$ cat config.mk
export PLATFORM = sky130hd
export DESIGN_NAME = alu_issue
export DESIGN_NICKNAME = d
export VERILOG_FILES = /design/src/rtl/alu_issue.sv
export SDC_FILE = /design/constraint.sdc
export NUM_CORES = 1
export LEC_CHECK = 0
export BUFFER_PORTS_ARGS = -buffer_cell sky130_fd_sc_hd__clkbuf_2
export CAP_MARGIN = 20
export CORE_MARGIN = 3
export CORE_UTILIZATION = 55
export DETAILED_ROUTE_END_ITERATION = 16
export PLACE_DENSITY = 0.8
export SYNTH_ARGS = -nofsm -noshare
export SYNTH_HDL_FRONTEND = slang
export SYNTH_SLANG_ARGS = --single-unit
$ cat constraint.sdc
create_clock -name clk -period 2.1 [get_ports clk]
set_clock_uncertainty 0.15 [all_clocks]
set_input_delay 0.21 -clock clk [delete_from_list [all_inputs] [get_ports clk]]
set_output_delay 0.21 -clock clk [all_outputs]
set_load 0.01 [all_outputs]
$ cat src/rtl/alu_issue.sv
// ALU issue stage: 2-entry in-order buffer (main + skid) in front of the ALU,
// with registered s_ready, per-entry opcode flags and saturating retire counters.
module alu_issue #(
    parameter int CNT_W = 16
) (
    input  logic             clk,
    input  logic             rst_n,
    input  logic             s_valid,
    output logic             s_ready,
    input  logic [31:0]      s_in1,
    input  logic [31:0]      s_in2,
    input  logic [2:0]       s_opcode,
    output logic             m_valid,
    input  logic             m_ready,
    output logic [31:0]      m_in1,
    output logic [31:0]      m_in2,
    output logic [2:0]       m_opcode,
    output logic             m_illegal,
    output logic             m_shovf,
    output logic [CNT_W-1:0] issue_cnt,
    output logic [CNT_W-1:0] illegal_cnt,
    input  logic             cnt_clr
);

    typedef enum logic [1:0] {ST_EMPTY, ST_ONE, ST_TWO} state_e;

    typedef struct packed {
        logic [31:0] in1;
        logic [31:0] in2;
        logic [2:0]  opcode;
        logic        illegal;
        logic        shovf;
    } entry_t;

    state_e           r_state;
    state_e           w_state_nxt;
    logic             r_s_ready;
    entry_t           r_main;
    entry_t           r_skid;
    entry_t           w_new;
    logic             w_accept;
    logic             w_retire;
    logic             w_main_ld;
    logic             w_main_from_skid;
    logic             w_skid_ld;
    logic [CNT_W-1:0] r_issue_cnt;
    logic [CNT_W-1:0] r_illegal_cnt;

    assign w_accept = s_valid && r_s_ready;
    assign w_retire = m_valid && m_ready;

    // Flags are resolved once at accept so the ALU side sees them with the entry.
    always_comb begin
        w_new.in1     = s_in1;
        w_new.in2     = s_in2;
        w_new.opcode  = s_opcode;
        w_new.illegal = (s_opcode == 3'b010) || (s_opcode == 3'b011);
        w_new.shovf   = (s_opcode == 3'b111) && (s_in2 > 32'd31);
    end

    always_ff @(posedge clk or negedge rst_n) begin
        if (!rst_n) begin
            r_state <= ST_EMPTY;
        end else begin
            r_state <= w_state_nxt;
        end
    end

    always_comb begin
        w_state_nxt      = r_state;
        w_main_ld        = 1'b0;
        w_main_from_skid = 1'b0;
        w_skid_ld        = 1'b0;
        case (r_state)
            ST_EMPTY: begin
                if (w_accept) begin
                    w_state_nxt = ST_ONE;
                    w_main_ld   = 1'b1;
                end
            end
            ST_ONE: begin
                if (w_accept && !w_retire) begin
                    w_state_nxt = ST_TWO;
                    w_skid_ld   = 1'b1;
                end else if (w_accept && w_retire) begin
                    w_main_ld   = 1'b1;
                end else if (w_retire) begin
                    w_state_nxt = ST_EMPTY;
                end
            end
            ST_TWO: begin
                if (w_retire) begin
                    w_state_nxt      = ST_ONE;
                    w_main_ld        = 1'b1;
                    w_main_from_skid = 1'b1;
                end
            end
            default: w_state_nxt = ST_EMPTY;
        endcase
    end

    // s_ready is a flop of the next occupancy, so m_ready never reaches it combinationally.
    always_ff @(posedge clk or negedge rst_n) begin
        if (!rst_n) begin
            r_s_ready <= 1'b0;
        end else begin
            r_s_ready <= (w_state_nxt != ST_TWO);
        end
    end

    always_ff @(posedge clk or negedge rst_n) begin
        if (!rst_n) begin
            r_main <= '0;
            r_skid <= '0;
        end else begin
            if (w_main_ld) begin
                r_main <= w_main_from_skid ? r_skid : w_new;
            end
            if (w_skid_ld) begin
                r_skid <= w_new;
            end
        end
    end

    always_ff @(posedge clk or negedge rst_n) begin
        if (!rst_n) begin
            r_issue_cnt   <= '0;
            r_illegal_cnt <= '0;
        end else if (cnt_clr) begin
            r_issue_cnt   <= '0;
            r_illegal_cnt <= '0;
        end else if (w_retire) begin
            if (r_issue_cnt != {CNT_W{1'b1}}) begin
                r_issue_cnt <= r_issue_cnt + CNT_W'(1);
            end
            if (r_main.illegal && (r_illegal_cnt != {CNT_W{1'b1}})) begin
                r_illegal_cnt <= r_illegal_cnt + CNT_W'(1);
            end
        end
    end

    assign s_ready     = r_s_ready;
    assign m_valid     = (r_state != ST_EMPTY);
    // Fields read as zero whenever nothing is presented.
    assign m_in1       = m_valid ? r_main.in1     : 32'd0;
    assign m_in2       = m_valid ? r_main.in2     : 32'd0;
    assign m_opcode    = m_valid ? r_main.opcode  : 3'd0;
    assign m_illegal   = m_valid && r_main.illegal;
    assign m_shovf     = m_valid && r_main.shovf;
    assign issue_cnt   = r_issue_cnt;
    assign illegal_cnt = r_illegal_cnt;

endmodule

==> flow_summary.ini <==
[floorplan]
core_area_um2 = 14600
design.die.area_um2 = 16600
floorplan.initialDensity_pct = 56.8
io-pin-count = 175
num_rows = 44
horizontal_die_dimension_um = 129
floorplan.die.height_um = 129

[hold_path]
hold_path.class = in2reg
timing.hold.worst.start = m_ready
worstHoldEndpoint = s_ready$_DFF_PN0_
worst_hold_path.num_cells = 3

[setup_path]
path_max_fanout = 53
r2r.worst_path.cells = 4
rrSetupSlack_ns = 0.16
critical_path.startpoint_type = flip-flop
worst-endpoint-required_ns = 1.74
crit_path_max_incr_delay_ns = 0.45
cp_cell_sequence = or2_4, buf_12, and2_1, clkbuf_2
critical-path-top-delay-family = simple AND/OR/NAND/NOR gates
crit-reg2reg-launch = illegal_cnt[8]$_DFFE_PN0P_
worstSetupStartpoint = r_state[0]$_DFF_PN0_
critical_path.endpoint_type = output port
critPathKind = reg2out
path_depth = 4
reg2reg_to = illegal_cnt[0]$_DFFE_PN0P_
worst_ep_arrival_time_ns = 1.67
critical-path-slowest-cell = sky130_fd_sc_hd__dfrtp_2
worstPathBufferInverterCount = 2

[global_routing]
gr-total-overflow = 0
met2_usage_pct = 43.3
grt_util_all_layers_pct = 26.0
global_routing_s_busiest_layer = met2
grtUsageMet1_pct = 35.0
grt_use_met3_pct = 5.27
antenna_found_initial = 0
maximum_number_of_pins_on_one_net_before_global_route_repair = 73
grt_pass1_wl_um = 34500
grt_pass1_vias = 6938

[timing]
drv_slew = 0
timing.fmax_mhz = 492
min_period_ns = 2.03
slew_headroom_pct = 70.1
timing.final.setup_violations = 0
tightest_slew_ns = 0.445
min_period_over_period_pct = 96.8
timing.setup.tns_ns = 0
final-hold-violation-count = 0
finalHoldWorstSlack_ns = 0.0212
rsz_0062_raised_after_global_routing = no

[layout]
fin_nets = 1213
layout-drive-gt1-share_pct = 22.4
flow.area_growth_from_synthesis_pct = 30.4

[routing]
routed_wirelength_um = 21300
drt_pre_antenna_iters = 5
antenna_left = 0
avgViaCountPerCell = 5.45
drc_errors = 0
first_iter_violations = 531
detail_route.wl_per_cell_um = 16.0
via_count = 7282

[yosys]
synthesis.instances = 900
synth.cell_area_um2 = 8310
synth_top_cell_area_share_pct = 52.1
mappedNetlistNets = 974
ys.flop_type = sky130_fd_sc_hd__dfrtp_1
synth_most_common_cell = sky130_fd_sc_hd__nand2_1
async_set_or_reset_flop_fraction_in_the_synthesized_netlist_pct = 100
ys_warn_count = 0
avgSynthCellArea_um2 = 9.24
synth_area_leader_cell = sky130_fd_sc_hd__dfrtp_1
netlist_top_cells_area = sky130_fd_sc_hd__dfrtp_1 (52%), sky130_fd_sc_hd__nand2_1 (9.8%), sky130_fd_sc_hd__mux2i_1 (8.4%)
synth_top_cells_by_count = sky130_fd_sc_hd__nand2_1 (216), sky130_fd_sc_hd__dfrtp_1 (173), sky130_fd_sc_hd__a21oi_1 (89)
synth-edff-count = 0
yosys_register_bits = 173
ys_seq_area_share_pct = 52.1
synthDistinctLibCells = 48

[clock_tree]
clk_pin_slew_ns = 0.06
clock_tree.root_cell = sky130_fd_sc_hd__clkbuf_16
cts_tree = yes
worstSkewPairLatency_ns = 0.42
cts-root-to-sink-buffers = 2
cts_made_buffers = 17
clock_sink_count = 173
htreeDepth = 4

[job]
max_cap_violations = 0

[place]
gp_congestion = 0.861
place.port_buffers = 174
dp.final_hpwl_um = 13400

[pwr]
powerDensity_nw_per_um2 = 1230
power_switching_share_pct = 35.3
netSwitchingPower_w = 0.00472
comb_power_share_pct = 35.9
int_pwr_w = 0.00864
vdd_ir_drop_max_mv = 0.825
seqPwrFrac_pct = 40.2
clockPowerShare_pct = 23.9
p_leak_nw = 5.59

[status]
outcome = finished, final reports clean
==> placed cells by master (no fill, tap or decap), types with 2 or more instances in the layout <==
master and n:
sky130_fd_sc_hd__a31oi_1 2, sky130_fd_sc_hd__and3_1 3, sky130_fd_sc_hd__nor2_1 87, sky130_fd_sc_hd__dfrtp_2 2, sky130_fd_sc_hd__mux2_2 8, sky130_fd_sc_hd__buf_12 9
sky130_fd_sc_hd__o31ai_1 12, sky130_fd_sc_hd__mux2i_1 70, sky130_fd_sc_hd__nand3_1 9, sky130_fd_sc_hd__dlygate4sd3_1 69, sky130_fd_sc_hd__nand2_1 216, sky130_fd_sc_hd__o21ai_0 5
sky130_fd_sc_hd__nor2b_1 7, sky130_fd_sc_hd__clkbuf_2 173, sky130_fd_sc_hd__nor4_1 11, sky130_fd_sc_hd__nand3b_1 3, sky130_fd_sc_hd__ha_1 2, sky130_fd_sc_hd__and2_1 71
sky130_fd_sc_hd__or4_1 11, sky130_fd_sc_hd__nor3_1 6, sky130_fd_sc_hd__a21oi_1 89, sky130_fd_sc_hd__buf_4 21, sky130_fd_sc_hd__o211ai_1 2, sky130_fd_sc_hd__and4_1 2
sky130_fd_sc_hd__or3_1 6, sky130_fd_sc_hd__clkbuf_8 2, sky130_fd_sc_hd__nand2b_1 6, sky130_fd_sc_hd__a211oi_1 2, sky130_fd_sc_hd__o41ai_1 2, sky130_fd_sc_hd__clkbuf_16 17
sky130_fd_sc_hd__nand4_1 9, sky130_fd_sc_hd__clkinvlp_4 2, sky130_fd_sc_hd__inv_1 11, sky130_fd_sc_hd__bufinv_16 3, sky130_fd_sc_hd__clkinv_2 6, sky130_fd_sc_hd__dfrtp_1 171
==> area by class of cell <==
type                    instances  area (µm²)
flip-flops and latches        173        4330
fillers                      1019        3800
multi-input cells             663        3730
repair buffers                273        1910
clock buffers                  20         457
well taps                     184         230
clock inverters                12         144
inverters                      11        41.3
diodes                          1        2.50
==> timing repair <==
item | in CTS | in global routing
resized for setup | 1 | 2
pin swaps | 1 | 1
hold endpoints to repair | 277 | 0
hold buffers | 69 | 0
setup endpoints to repair | 62 | 56
setup buffers | 2 | 0
==> worst reg2reg max path: stages, from the launching register on <==
cell and delay (ns):
sky130_fd_sc_hd__dfrtp_1 0.45, sky130_fd_sc_hd__nand3_1 0.22, sky130_fd_sc_hd__nor3_2 0.44, sky130_fd_sc_hd__a21boi_0 0.24, sky130_fd_sc_hd__mux2_2 0.32
==> flip-flops by register name, summed over array words and instances (netlist names) <==
register     cells
illegal_cnt     16
issue_cnt       16
r_main          69
r_skid          69
r_state          2
s_ready          1
==> layer usage <==
layer / routed length, µm / vias up
met5: 0 / -
met4: 344 / 0
met3: 1160 / 30
met2: 10700 / 240
met1: 9170 / 3490
li1: - / 3522
==> kinds of logic after synthesis <==
group | synth area share [%]
AOI/OAI and AO/OA | 9.14
and+or+nand+nor | 25.6
adders and majority gates | 0.301
buffers and inverters | 3.30
xor gates and xnor gates | 0.105
muxes | 9.51
DFF | 52.1
==> power groups by stage <==
stage                     combinational [W]  clock (W)  sequential (W)
final                               0.00480    0.00319         0.00537
after detailed placement            0.00460          0         0.00539
after global routing                0.00538    0.00339         0.00551
after global placement              0.00446          0         0.00533
after floorplan                     0.00304          0         0.00515
after CTS                           0.00478    0.00326         0.00534
==> per-stage QoR <==
step / power, W / std cells / utilization, % / cell area (µm²) / setup WS [ns]
2_1_floorplan: 0.00818 / 900 / - / 8310 / 0.210
3_3_place_gp: 0.00979 / 1233 / 65.0 / 9530 / 0.231
3_5_place_dp: 0.00999 / 1233 / 65.0 / 9530 / 0.185
4_1_cts: 0.0134 / 1336 / 74.0 / 10800 / 0.0200
5_1_grt: 0.0143 / 1336 / 74.0 / 10800 / 0.0000355
6_report: 0.0134 / 1337 / 74.0 / 10800 / 0.0667
==> worst max-delay path by stage <==
stage / end
floorplan: issue_cnt[3]$_DFFE_PN0P_
global placement: illegal_cnt[15]$_DFFE_PN0P_
detailed placement: illegal_cnt[15]$_DFFE_PN0P_
CTS: m_in1[26]
global route: illegal_cnt[15]$_DFFE_PN0P_
finish: m_in1[31]
No activity file was read; power rests on OpenSTA's default activity.
